### src/rtl/systolic_pkg.sv
// Shared definitions for the output-stationary systolic array.
//
// Contents:
//   ctrl_state_t   - sequencer state encoding (IDLE, CLEAR, COMPUTE, DRAIN, DONE)
//   compute_cycles - number of COMPUTE cycles needed for inner dimension k on
//                    an n x n array. Operands are skewed by up to n-1 cycles on
//                    each side, so the last product reaches PE[n-1][n-1] after
//                    k + 2n - 2 cycles. The skew buffers size their depth from
//                    this function too.
package systolic_pkg;

    typedef enum logic [2:0] {
        StIdle    = 3'd0,
        StClear   = 3'd1,
        StCompute = 3'd2,
        StDrain   = 3'd3,
        StDone    = 3'd4
    } ctrl_state_t;

    function automatic int unsigned compute_cycles(input int unsigned k, input int unsigned n);
        return k + 2 * n - 2;
    endfunction

endpackage

### src/rtl/tc_counter.sv
// Loadable up-counter with clear, enable and terminal-count compare.
//
// Ports:
//   clk, rst_n  - clock, synchronous active-low reset
//   clear       - force count to zero (highest priority after reset)
//   load        - load load_val
//   load_val    - value to load
//   en          - count up by one; saturates at all-ones instead of wrapping
//   last        - terminal value to compare against
//   count       - current count
//   tc          - high while count == last
module tc_counter #(
    parameter int unsigned WIDTH = 8
) (
    input  logic             clk,
    input  logic             rst_n,
    input  logic             clear,
    input  logic             load,
    input  logic [WIDTH-1:0] load_val,
    input  logic             en,
    input  logic [WIDTH-1:0] last,
    output logic [WIDTH-1:0] count,
    output logic             tc
);

    logic [WIDTH-1:0] count_q;

    always_ff @(posedge clk) begin
        if (!rst_n) begin
            count_q <= '0;
        end else if (clear) begin
            count_q <= '0;
        end else if (load) begin
            count_q <= load_val;
        end else if (en && (count_q != {WIDTH{1'b1}})) begin
            count_q <= count_q + WIDTH'(1);
        end
    end

    assign count = count_q;
    assign tc    = (count_q == last);

endmodule

### src/rtl/systolic_tile_ctrl.sv
// Sequencer for the N x N output-stationary systolic array.
//
// Runs num_tiles output tiles per job. For every tile it clears the
// accumulators (CLEAR, one cycle), feeds the skewed operands for
// k_len + 2N - 2 cycles (COMPUTE), then drains the N result rows over a
// ready/valid port (DRAIN). A final DONE cycle pulses done.
//
// Ports:
//   clk, rst_n   - clock, synchronous active-low reset
//   start        - job request, only looked at in IDLE
//   k_len        - inner dimension, legal range 1..K_MAX, latched on start
//   num_tiles    - tiles per job, must be nonzero, latched on start
//   abort        - cancel the running job (ignored in IDLE and DONE)
//   out_ready    - downstream accepts the presented drain row
//   busy         - any state other than IDLE
//   clear_acc    - accumulator clear, one cycle per tile
//   valid_en     - array enable / operand feed strobe during COMPUTE
//   feed_cnt     - cycle index within COMPUTE
//   tile_idx     - current tile index
//   drain_valid  - drain_row is presented
//   drain_row    - row being drained
//   done         - one-cycle pulse, job finished normally
//   aborted      - one-cycle pulse in the first IDLE cycle after an abort
//   cfg_err      - one-cycle pulse after a rejected start
module systolic_tile_ctrl
    import systolic_pkg::*;
#(
    parameter int unsigned N      = 4,
    parameter int unsigned K_MAX  = 64,
    parameter int unsigned TILE_W = 8
) (
    input  logic                         clk,
    input  logic                         rst_n,
    input  logic                         start,
    input  logic [$clog2(K_MAX+1)-1:0]   k_len,
    input  logic [TILE_W-1:0]            num_tiles,
    input  logic                         abort,
    input  logic                         out_ready,
    output logic                         busy,
    output logic                         clear_acc,
    output logic                         valid_en,
    output logic [$clog2(K_MAX+2*N)-1:0] feed_cnt,
    output logic [TILE_W-1:0]            tile_idx,
    output logic                         drain_valid,
    output logic [$clog2(N)-1:0]         drain_row,
    output logic                         done,
    output logic                         aborted,
    output logic                         cfg_err
);

    localparam int unsigned FW = $clog2(K_MAX + 2 * N);
    localparam int unsigned RW = $clog2(N);

    ctrl_state_t       state_q;
    logic [FW-1:0]     feed_last_q;
    logic [TILE_W-1:0] num_tiles_q;
    logic              aborted_q;
    logic              cfg_err_q;

    logic              cfg_ok;
    logic              abort_act;
    logic              row_hs;
    logic              feed_tc;
    logic              row_tc;
    logic              tile_tc;
    logic              feed_clear;
    logic              feed_en;
    logic              row_clear;
    logic              tile_clear;
    logic              tile_en;
    logic [TILE_W-1:0] tile_last;

    // Legal job: 1 <= k_len <= K_MAX and at least one tile.
    assign cfg_ok = (k_len != '0) && (32'(k_len) <= K_MAX) && (num_tiles != '0);

    // Abort only acts while a tile is in flight; DONE always completes.
    assign abort_act = abort &&
                       ((state_q == StClear) || (state_q == StCompute) || (state_q == StDrain));

    assign row_hs    = (state_q == StDrain) && out_ready;
    assign tile_last = num_tiles_q - TILE_W'(1);

    // Counter controls. Each counter is cleared on the cycle its phase ends so
    // it already reads zero when the phase is next entered.
    always_comb begin
        feed_clear = 1'b1;
        feed_en    = 1'b0;
        row_clear  = 1'b1;
        tile_clear = 1'b0;
        tile_en    = 1'b0;

        if (state_q == StCompute) begin
            feed_en    = 1'b1;
            feed_clear = feed_tc || abort;
        end

        if (state_q == StDrain) begin
            row_clear = abort || (row_hs && row_tc);
        end

        if (state_q == StIdle) begin
            tile_clear = 1'b1;
        end

        if (row_hs && row_tc && !tile_tc && !abort) begin
            tile_en = 1'b1;
        end
    end

    tc_counter #(
        .WIDTH (FW)
    ) u_feed_cnt (
        .clk      (clk),
        .rst_n    (rst_n),
        .clear    (feed_clear),
        .load     (1'b0),
        .load_val ({FW{1'b0}}),
        .en       (feed_en),
        .last     (feed_last_q),
        .count    (feed_cnt),
        .tc       (feed_tc)
    );

    tc_counter #(
        .WIDTH (RW)
    ) u_drain_row (
        .clk      (clk),
        .rst_n    (rst_n),
        .clear    (row_clear),
        .load     (1'b0),
        .load_val ({RW{1'b0}}),
        .en       (row_hs),
        .last     (RW'(N - 1)),
        .count    (drain_row),
        .tc       (row_tc)
    );

    tc_counter #(
        .WIDTH (TILE_W)
    ) u_tile_idx (
        .clk      (clk),
        .rst_n    (rst_n),
        .clear    (tile_clear),
        .load     (1'b0),
        .load_val ({TILE_W{1'b0}}),
        .en       (tile_en),
        .last     (tile_last),
        .count    (tile_idx),
        .tc       (tile_tc)
    );

    // Sequencer state, latched job config and the two pulse flags that are
    // reported in the IDLE cycle following their cause.
    always_ff @(posedge clk) begin
        if (!rst_n) begin
            state_q     <= StIdle;
            feed_last_q <= '0;
            num_tiles_q <= '0;
            aborted_q   <= 1'b0;
            cfg_err_q   <= 1'b0;
        end else begin
            aborted_q <= 1'b0;
            cfg_err_q <= 1'b0;

            case (state_q)
                StIdle: begin
                    if (start) begin
                        if (cfg_ok) begin
                            // Store C-1 so the compare needs no adder.
                            feed_last_q <= FW'(compute_cycles(32'(k_len), N) - 1);
                            num_tiles_q <= num_tiles;
                            state_q     <= StClear;
                        end else begin
                            cfg_err_q <= 1'b1;
                        end
                    end
                end

                StClear: begin
                    if (abort_act) begin
                        state_q   <= StIdle;
                        aborted_q <= 1'b1;
                    end else begin
                        state_q <= StCompute;
                    end
                end

                StCompute: begin
                    if (abort_act) begin
                        state_q   <= StIdle;
                        aborted_q <= 1'b1;
                    end else if (feed_tc) begin
                        state_q <= StDrain;
                    end
                end

                StDrain: begin
                    if (abort_act) begin
                        state_q   <= StIdle;
                        aborted_q <= 1'b1;
                    end else if (row_hs && row_tc) begin
                        state_q <= tile_tc ? StDone : StClear;
                    end
                end

                StDone: begin
                    state_q <= StIdle;
                end

                default: begin
                    state_q <= StIdle;
                end
            endcase
        end
    end

    assign busy        = (state_q != StIdle);
    assign clear_acc   = (state_q == StClear);
    assign valid_en    = (state_q == StCompute);
    assign drain_valid = (state_q == StDrain);
    assign done        = (state_q == StDone);
    assign aborted     = aborted_q;
    assign cfg_err     = cfg_err_q;

endmodule

### config.mk
export PLATFORM = sky130hd
export DESIGN_NAME = systolic_tile_ctrl
export DESIGN_NICKNAME = d
export VERILOG_FILES = /design/src/rtl/systolic_pkg.sv /design/src/rtl/tc_counter.sv /design/src/rtl/systolic_tile_ctrl.sv
export SDC_FILE = /design/constraint.sdc
export NUM_CORES = 1
export LEC_CHECK = 0
export BUFFER_PORTS_ARGS = -buffer_cell sky130_fd_sc_hd__buf_2
export CAP_MARGIN = 20
export CORE_UTILIZATION = 59
export DETAILED_ROUTE_END_ITERATION = 10
export GPL_TIMING_DRIVEN = 1
export MAX_ROUTING_LAYER = met4
export PLACE_DENSITY_LB_ADDON = 0.1
export SLEW_MARGIN = 15
export SYNTH_ARGS = -nofsm -noshare
export SYNTH_HDL_FRONTEND = slang
export SYNTH_SLANG_ARGS = --single-unit
export TNS_END_PERCENT = 1
### constraint.sdc
create_clock -name clk -period 4.4 [get_ports clk]
set_input_delay 1.32 -clock clk [delete_from_list [all_inputs] [get_ports clk]]
set_output_delay 1.32 -clock clk [all_outputs]
set_load 0.1 [all_outputs]
### After elaboration in Yosys (flattened, before gate mapping)

Cells that the tools add are included.

* bits in registers: 37
* input bits: 20
* output and inout port bits: 24

* $add $sub $neg: 7
* order comparisons: 1
* eq/ne operators: 14
* mux-type cells: 16
* bitwise logic cells: 1
* reductions and logical operators: 28

Operator list (number)
* $mux 3: 7
* $sub 7x2->7 const B: 2
* $pmux 3 s4: 1
* $logic_and 1x1->1: 10
* $add 8x1->8 const B: 1
* $eq 8x8->1: 1
* $ne 8x8->1 const B: 1
* $reduce_bool 8->1: 1
* $sub 8x1->8 const B: 1
* $add 7x1->7 const B: 1
* $add 7x4->7 const B: 1
* $eq 7x7->1: 1
* $le 7x7->1 const B: 1
* $mux 1: 7
* $ne 7x7->1 const B: 1
* $reduce_bool 7->1: 1
* $eq 3x2->1 const B: 2
* $ne 2x2->1 const B: 3
* $ne 3x1->1 const B: 2
* $reduce_and 3->1: 2
* $reduce_or 2->1: 3
* $logic_or 1x1->1: 4
* $reduce_and 4->1: 1
* $eq 3x1->1 const B: 1
* 10 further kinds: 11

### Logic depth before layout (Yosys ltp)

Gate-level depths: netlist of the first run.

* depth after elaboration: 7
* gate-level depth with buffers: 11
* depth with buffers taken out: 9

### Cells and area by module

Synthesis of the first run repeated with hierarchy kept, for this count alone.

* cells, all modules: 301
* area total of the unflattened synthesis: 2526.2 µm²

Modules (own cells, without submodules)
* systolic_tile_ctrl: instances 1, cells an instance 154, area an instance 1287.5 µm², sequential area each 400.4 µm²
* tc_counter at u_tile_idx: instances 1, cells an instance 72, area an instance 610.6 µm², sequential area each 160.2 µm²
* tc_counter at u_feed_cnt: instances 1, cells an instance 59, area an instance 481.7 µm², sequential area each 140.1 µm²
* tc_counter at u_drain_row: instances 1, cells an instance 16, area an instance 146.4 µm², sequential area each 40.0 µm²

### Worst setup path before layout of the first run

Ideal clock, no wire load.

* path type: register to output
* start: register state_q[1]
* end: output port clear_acc
* arrival: 2.657 ns
* required time: 3.080 ns
* path slack: 0.423 ns
* stages on the path, launching flop included: 3
* path through: dfxtp_1 clkbuf_1 nor3b_1

* cells in the longest elaborated chain, start to end: 1

RTL lines
* start: declaration: line systolic_tile_ctrl.sv:54 `ctrl_state_t state_q;`
* start signal: assignment: line systolic_tile_ctrl.sv:156 `state_q <= StIdle;`
* start signal: assignment: line systolic_tile_ctrl.sv:172 `state_q <= StClear;`
* start signal: assignment: line systolic_tile_ctrl.sv:181 `state_q <= StIdle;`
* $eq 3x1->1: line systolic_tile_ctrl.sv:218 `assign clear_acc = (state_q == StClear);`
* end: declaration: line systolic_tile_ctrl.sv:40 `output logic clear_acc,`

No other way between the ends.

### Final worst setup path of the first run

* start: register state_q[2]
* end: output port busy

* cells in the longest elaborated chain, start to end: 1

RTL lines
* $reduce_bool 3->1: line systolic_tile_ctrl.sv:217 `assign busy = (state_q != StIdle);`
* end: declaration: line systolic_tile_ctrl.sv:39 `output logic busy,`

No other way between the ends.

==> results of run 1 <==
cells in the mapped netlist, drive strengths merged, types with 3 or more instances:
| cell | count | area share, % |
|---|---|---|
| nor2b | 13 | 3.7 |
| nor2 | 24 | 4.1 |
| dfxtp | 37 | 34 |
| xnor2 | 11 | 4.4 |
| a2111oi | 3 | 2.6 |
| and2 | 7 | 2.0 |
| inv | 8 | 1.4 |
| o21ai | 7 | 1.6 |
| nor3 | 6 | 1.4 |
| buf | 3 | 1.3 |
| xor2 | 22 | 8.8 |
| nor4 | 6 | 3.1 |
| clkbuf | 7 | 1.3 |
| nand3 | 8 | 2.1 |
| ha | 6 | 3.4 |
| mux2i | 14 | 6.4 |
| nand4 | 6 | 1.7 |
| a21oi | 9 | 2.2 |
| a211oi | 4 | 1.9 |
| a31oi | 3 | 0.86 |
| nand2 | 24 | 4.2 |
through the flow:
step	util, %	cells
after floorplan	-	248
after global placement	70.0	328
after detailed placement	70.0	328
after CTS	72.4	336
after global routing	72.4	336
final	72.4	336
sequential cells by signal (all words and copies together), names as in the netlist:
name               cells
state_q                3
aborted                1
u_drain_row.count      2
num_tiles_q            8
feed_last_q            7
u_tile_idx.count       8
cfg_err                1
u_feed_cnt.count       7
power groups by stage:
stage	Clock, mW	Sequential (mW)	Combinational, mW
2_1_floorplan	0	0.368	0.111
3_3_place_gp	0	0.367	0.140
3_5_place_dp	0	0.367	0.143
4_1_cts	0.229	0.359	0.143
5_1_grt	0.243	0.361	0.155
6_report	0.222	0.359	0.142
per-layer routing:
layer	track usage [%]	vias up	part of all wire, %
met1	28.2	868	44
met2	42.9	38	51
met4	9.88	0	1.3
met3	5.47	6	3.3
met5	-	-	0
li1	-	938	-
final timing paths:
kind | slack [ps] | start | depth (start not counted) | to
worst min register to register | 520 | state_q[0] | 1 | state_q[1]
worst max register to register | 2120 | num_tiles_q[0] | 9 | u_tile_idx.count[2]
worst min-delay path | 520 | state_q[0] | 1 | state_q[1]
worst max-delay path | 1560 | state_q[2] | 3 | busy
kinds of logic (layout without fill, tap and decap cells):
logic type	after synthesis	in the layout	synth area share (%)
compound gates	35	35	12.9
mux	14	14	6.41
flops	37	37	33.9
fa+ha+maj	6	6	3.43
xor+xnor	33	33	13.2
buf+inv	18	60	3.89
simple gates	105	105	26.3
final cells by class:
cell class | instances | share of cell area [%]
clock buffers | 6 | 2.91
flip-flops and latches | 37 | 29.7
clock inverters | 2 | 0.401
multi-input cells | 193 | 54.5
inverters | 8 | 1.20
well taps | 46 | 2.31
repair buffers | 44 | 8.93
==> parameters.txt, run 1 <==
Parameter                              Value

Global routing
  Initial antenna violation count    0
  Overall overflow remaining after global route    0
  First-pass GRT wire length    7.65 mm
  Vias in the first global route    1760
  Pin count of the biggest net entering global routing    24
  Total global-route track usage    25.1%

Cells and area
  Area growth, synth to finish    14.1%
  # fillers    298
  Leading cell type in the layout, fill and taps excluded    sky130_fd_sc_hd__buf_2
  Area of the multi-input gates    1360 µm²
  Antenna diode count    0
  Sequential cell area    741 µm²
  Layout net count    315
  Layout Cell Area excl Fill    2490 µm²
  Fraction of final layout cells with drive strength greater than 1    21.7%
  Most frequent cells in the layout    sky130_fd_sc_hd__buf_2, sky130_fd_sc_hd__dfxtp_1, sky130_fd_sc_hd__nor2_1

Setup path
  Kind of launch point of the worst setup path    flip-flop
  Count of buffering cells on the critical path with inverters included    2
  Critical path's top delay family    buffers and inverters
  Element type at the critical path end    output port
  CP Data Required Time    3080 ps
  Top fanout value on the critical path    8
  Worst path arrival time    1520 ps
  Cell Chain, Critical Path    nor3_1, inv_1, buf_2
  CP peak stage delay    380 ps
  Cell with the largest stage delay on the worst path    sky130_fd_sc_hd__dfxtp_1
  Critical path type    reg2out

Placed design
  Post-detailed-placement half-perimeter wirelength    3.28 mm
  Cell area after placement    2410 µm²
  Quantity of I/O buffers inserted on ports    43
  Weighted congestion reported at the end of routability-driven placement    0.799
  Pre-CTS setup slack    1270 ps

Floorplan
  Count of standard-cell rows    21
  # IOs    44
  Die Span Y    62.9 µm
  Die area    3950 µm²
  Area inside the core boundary    3440 µm²
  Die width    62.9 µm
  Initial core utilization    63.5%

STA
  Slew HR    64.5%
  Worst slack on hold paths    522 ps
  Crit share post-route    64.6%
  Achievable Freq    352 MHz
  Setup-violating endpoint count in the final report    0
  Slew at the pin closest to its max-slew limit    533 ps
  Fin. Hold Viols    0
  Final worst clock skew    9.06 ps
  Total negative slack    0 ps
  Worst setup slack after layout    1560 ps
  Number of slew-limit violations in the final report    0
  Setup repair after global routing missed its margin    false
  Period minus WS final    2840 ps

Detailed routing
  Average wire length per cell after detail routing    12.8 µm
  First drt pass iteration count    4
  Iter 0 DRT Violations    100
  Number of nets with antenna violations after detailed routing    0
  Vias/cell    5.51
  Final routed DRC violation total    0
  Routed via count    1850
  Wire length after detailed routing    4.29 mm

Pwr
  Net switching power of the design    0.214 mW
  Largest voltage drop on the vdd net    0.000199 V
  Combinational fraction of design power    19.7%
  Relative contribution of sequential cells to total power    49.6%
  Clock share of power    30.7%
  P_leak    1.11 nW
  Power density of the placed cells    290 nW/µm²
  Net switching fraction of the power    29.6%
  Internal power contribution    0.509 mW
  Total Power    0.724 mW

Logic synthesis
  Most instantiated flip-flop cell in the synthesis netlist    sky130_fd_sc_hd__dfxtp_1
  Unique cell type count in the Yosys netlist    45
  Cell area after synthesis    2190 µm²
  Number of enable-type register cells in the synthesized netlist    0
  Count of synthesis-stage warnings from yosys    0
  Post-synthesis cell count    248
  Async set-or-reset flop fraction in the synthesized netlist    0%
  FF+latch count, synth    37
  Synthesized netlist net count    274
  Fraction of the yosys area taken by sequential cells    33.9%
  Synth Area per Inst    8.81 µm²

CTS
  Clock edge transition at the registers on the reported setup and hold paths    80 ps
  Clock tree root buffer cell    sky130_fd_sc_hd__clkbuf_8
  Cts bufs inserted    5
  Count of clock tree sinks    37
  TritonCTS clock tree    built
  Post-cts hold buffer count    0
  Number of post-CTS setup repair buffers    0
  H-tree depth reported by CTS    2
  Maximum root-to-sink buffer count    2
  Clock latency reported for the late side of the worst-skew pair    280 ps
  Count of instances resized after the clock tree is built    0

Job
  Number of maximum-capacitance constraint violations    0

Min path
  Worst Hold Class    reg2reg

Run status
  Run status    complete, no violations
No activity file was read; power rests on OpenSTA's default activity.
==> run 2, diff against run 1 <==
Settings changed: ABC_AREA set to 1, CORE_UTILIZATION 59 to 55.
Clock period 4.4 ns to 2.7 ns, I/O delays scaled along.
==> parameters.txt, run 2 <==
Parameter                              Value

Run status
  Run status    complete, no violations (unchanged)

Min path
  Worst Hold Class    reg2reg (unchanged)
  Worst Min Path Start    u_drain_row.count[1] (was state_q[0])
  Worst hold path depth    2 (was 1)
  Hold Path Sink    u_drain_row.count[1] (was state_q[1])

Detailed routing
  Average wire length per cell after detail routing    11.3 µm (was 12.8 µm)
  Wire length after detailed routing    4.63 mm (was 4.29 mm)
  Routed via count    2109 (was 1850)
  Vias/cell    5.14 (was 5.51)
  Number of nets with antenna violations after detailed routing    0 (unchanged)
  Iter 0 DRT Violations    135 (was 100)
  First drt pass iteration count    4 (unchanged)
  Final routed DRC violation total    0 (unchanged)

Logic synthesis
  Number of enable-type register cells in the synthesized netlist    0 (unchanged)
  Compound-cell area share of the yosys netlist    13.7% (was 12.9%)
  Adder and majority cell fraction of the synthesized area    3.45% (was 3.43%)
  Unique cell type count in the Yosys netlist    28 (was 45)
  Library cell occupying the most area in the post-synthesis netlist    sky130_fd_sc_hd__dfxtp_1 (unchanged)
  Top cells by instance count after synthesis    sky130_fd_sc_hd__nand2_1, sky130_fd_sc_hd__inv_1, sky130_fd_sc_hd__dfxtp_1 (was sky130_fd_sc_hd__dfxtp_1, sky130_fd_sc_hd__nor2_1, sky130_fd_sc_hd__nand2_1)
  Synth Area per Inst    6.96 µm² (was 8.81 µm²)
  Dominant combinational cell family by area after synthesis    simple AND/OR/NAND/NOR gates (unchanged)
  Area share of the leading cell type in the synthesized netlist    34.0% (was 33.9%)
  Fraction of the mapped netlist area in simple logic gates    31.1% (was 26.3%)
  Post-synthesis mux area share    0% (was 6.41%)
  XOR/XNOR share of the synthesized area    9.25% (was 13.2%)
  Synthesized netlist net count    339 (was 274)
  Count of synthesis-stage warnings from yosys    0 (unchanged)
  FF+latch count, synth    37 (unchanged)
  Leading cell type by number of instances after synthesis    sky130_fd_sc_hd__nand2_1 (was sky130_fd_sc_hd__dfxtp_1)
  Fraction of the yosys area taken by sequential cells    34.0% (was 33.9%)
  Post-synthesis cell count    313 (was 248)
  Cell area after synthesis    2180 µm² (was 2190 µm²)
  Leading post-synthesis cells by cell area    sky130_fd_sc_hd__dfxtp_1, sky130_fd_sc_hd__nand2_1, sky130_fd_sc_hd__a21oi_1, sky130_fd_sc_hd__inv_1, sky130_fd_sc_hd__nand3_1 (was sky130_fd_sc_hd__dfxtp_1, sky130_fd_sc_hd__xor2_1, sky130_fd_sc_hd__mux2i_1, sky130_fd_sc_hd__xnor2_1, sky130_fd_sc_hd__nor2_1)
  Async set-or-reset flop fraction in the synthesized netlist    0% (unchanged)
  Most instantiated flip-flop cell in the synthesis netlist    sky130_fd_sc_hd__dfxtp_1 (unchanged)

CTS
  Number of post-CTS setup repair buffers    0 (unchanged)
  Clock edge transition at the registers on the reported setup and hold paths    70 ps (was 80 ps)
  Count of clock tree sinks    37 (unchanged)
  Count of instances resized after the clock tree is built    0 (unchanged)
  Clock tree root buffer cell    sky130_fd_sc_hd__clkbuf_8 (unchanged)
  Maximum root-to-sink buffer count    2 (unchanged)
  Cts bufs inserted    5 (unchanged)
  H-tree depth reported by CTS    2 (unchanged)
  Clock latency reported for the late side of the worst-skew pair    280 ps (about the same)
  TritonCTS clock tree    built (unchanged)
  Post-cts hold buffer count    0 (unchanged)

STA
  Setup repair after global routing missed its margin    false (unchanged)
  Worst slack on hold paths    496 ps (was 522 ps)
  Slew at the pin closest to its max-slew limit    564 ps (was 533 ps)
  Achievable Freq    433 MHz
  Worst setup slack after layout    389 ps (was 1560 ps)
  Setup-violating endpoint count in the final report    0 (unchanged)
  Period minus WS final    2310 ps
  Fin. Hold Viols    0 (unchanged)
  Total negative slack    0 ps (unchanged)
  Final worst clock skew    2.77 ps (was 9.06 ps)
  Slew HR    62.0% (was 64.5%)
  Number of slew-limit violations in the final report    0 (unchanged)
  Crit share post-route    85.6%

Floorplan
  Die width    64.9 µm (was 62.9 µm)
  Area inside the core boundary    3720 µm² (was 3440 µm²)
  Die Span Y    64.9 µm (was 62.9 µm)
  # IOs    44 (unchanged)
  Count of standard-cell rows    22 (was 21)
  Die area    4210 µm² (was 3950 µm²)
  Initial core utilization    58.6% (was 63.5%)

Placed design
  Post-detailed-placement half-perimeter wirelength    3.63 mm (was 3.28 mm)
  Quantity of I/O buffers inserted on ports    43 (unchanged)
  Weighted congestion reported at the end of routability-driven placement    0.822 (was 0.799)
  Pre-CTS setup slack    470 ps (was 1270 ps)
  Placed cell count    403 (was 328)
  Cell area after placement    2460 µm² (was 2410 µm²)

Setup path
  Element type at the critical path end    output port (unchanged)
  Source of the worst register-to-register timing path    num_tiles_q[0] (unchanged)
  Cell with the largest stage delay on the worst path    sky130_fd_sc_hd__dfxtp_1 (unchanged)
  Worst path arrival time    1500 ps (was 1520 ps)
  Critical path type    reg2out (unchanged)
  Endpoint of the lowest-slack register-to-register path    u_tile_idx.count[0] (was u_tile_idx.count[2])
  Cell Chain, Critical Path    inv_1, nor2_1, buf_2 (was nor3_1, inv_1, buf_2)
  Top fanout value on the critical path    6 (was 8)
  CP peak stage delay    560 ps (was 380 ps)
  Kind of launch point of the worst setup path    flip-flop (unchanged)
  R2R depth    13 (was 9)
  Setup slack of the most critical reg-to-reg path    780 ps (was 2120 ps)
  CP Data Required Time    1890 ps (was 3080 ps)
  Critical Path Start    state_q[2] (unchanged)

Global routing
  Initial antenna violation count    0 (unchanged)
  GR Util met1    31.0% (was 28.2%)
  GR Layer Usage met3    5.46% (was 5.47%)
  Overall overflow remaining after global route    0 (unchanged)
  First-pass GRT wire length    7.94 mm (was 7.65 mm)
  Most used routing layer in global routing    met2 (unchanged)
  Vias in the first global route    1876 (was 1760)
  Total global-route track usage    24.8% (was 25.1%)
  GR Layer Usage met2    40.0% (was 42.9%)
  Pin count of the biggest net entering global routing    18 (was 24)

Cells and area
  Final cell count without fillers    410 (was 336)
  Most frequent cells in the layout    sky130_fd_sc_hd__nand2_1, sky130_fd_sc_hd__buf_2, sky130_fd_sc_hd__inv_1 (was sky130_fd_sc_hd__buf_2, sky130_fd_sc_hd__dfxtp_1, sky130_fd_sc_hd__nor2_1)
  Antenna diode count    0 (unchanged)
  Fraction of final layout cells with drive strength greater than 1    20.4% (was 21.7%)
  Final Core Density    68.6% (was 72.4%)
  Leading cell type in the layout, fill and taps excluded    sky130_fd_sc_hd__nand2_1 (was sky130_fd_sc_hd__buf_2)
  Layout net count    388 (was 315)
  Area growth, synth to finish    17.0% (was 14.1%)
  Layout Cell Area excl Fill    2550 µm² (was 2490 µm²)

Pwr
  Largest voltage drop on the vdd net    0.000534 V (was 0.000199 V)
  P_leak    1.16 nW (was 1.11 nW)
  Total Power    1.69 mW (was 0.724 mW)
  Power density of the placed cells    663 nW/µm² (was 290 nW/µm²)

Job
  Number of maximum-capacitance constraint violations    0 (unchanged)
run 2: cell count changes after synthesis, sizes merged, moves of 5 or more:
cell    change
nand2      +38
nor4        -5
nor2       +12
nand3      +17
nor3        +5
clkbuf      -6
o21ai      +19
nor2b      -13
and2        -7
inv        +36
xor2       -12
mux2i      -14
a21oi      +21
run 2: cells by family (layout without fill, tap and decap cells):
logic type      Yosys count  in the layout
compound gates           57             57
xor+xnor                 23             23
fa+ha+maj                 6              6
buf+inv                  48             97
flops                    37             37
simple gates            142            142
run 2: where the power goes:
group          total, mW  leakage, nW  switching (mW)  internal [mW]
sequential         0.643        0.301          0.0471          0.596
clock              0.388       0.0443           0.186          0.203
combinational      0.657        0.816           0.471          0.186
run 2: how the worst max path moves through the flow:
stage / to / slack [ps]
final: done / 390
after global routing: done / 280
after CTS: done / 370
after detailed placement: num_tiles_q[3] / 470
after global placement: state_q[1] / 520
after floorplan: done / 3
run 2: metal layers:
layer  routed length (µm)  part of all wire (%)  up-vias
met1                 2310                    50      927
met3                  238                   5.1        5
met4                   34                  0.73        0
met2                 2040                    44       63
li1                     -                     -     1114
met5                    0                     0        -
run 2: critical path, delay by kind of cell (launching register included):
kind          cells  cell delay, ps
flops             1             560
buf+inv           2             540
simple gates      1             120
run 2: area by class of cell:
class	count	area [µm²]
clock buffer	7	86.3
fill	340	1170
inverter	44	165
multi-input combinational	228	1260
sequential	37	741
tap	48	60.1
timing repair buffer	46	238
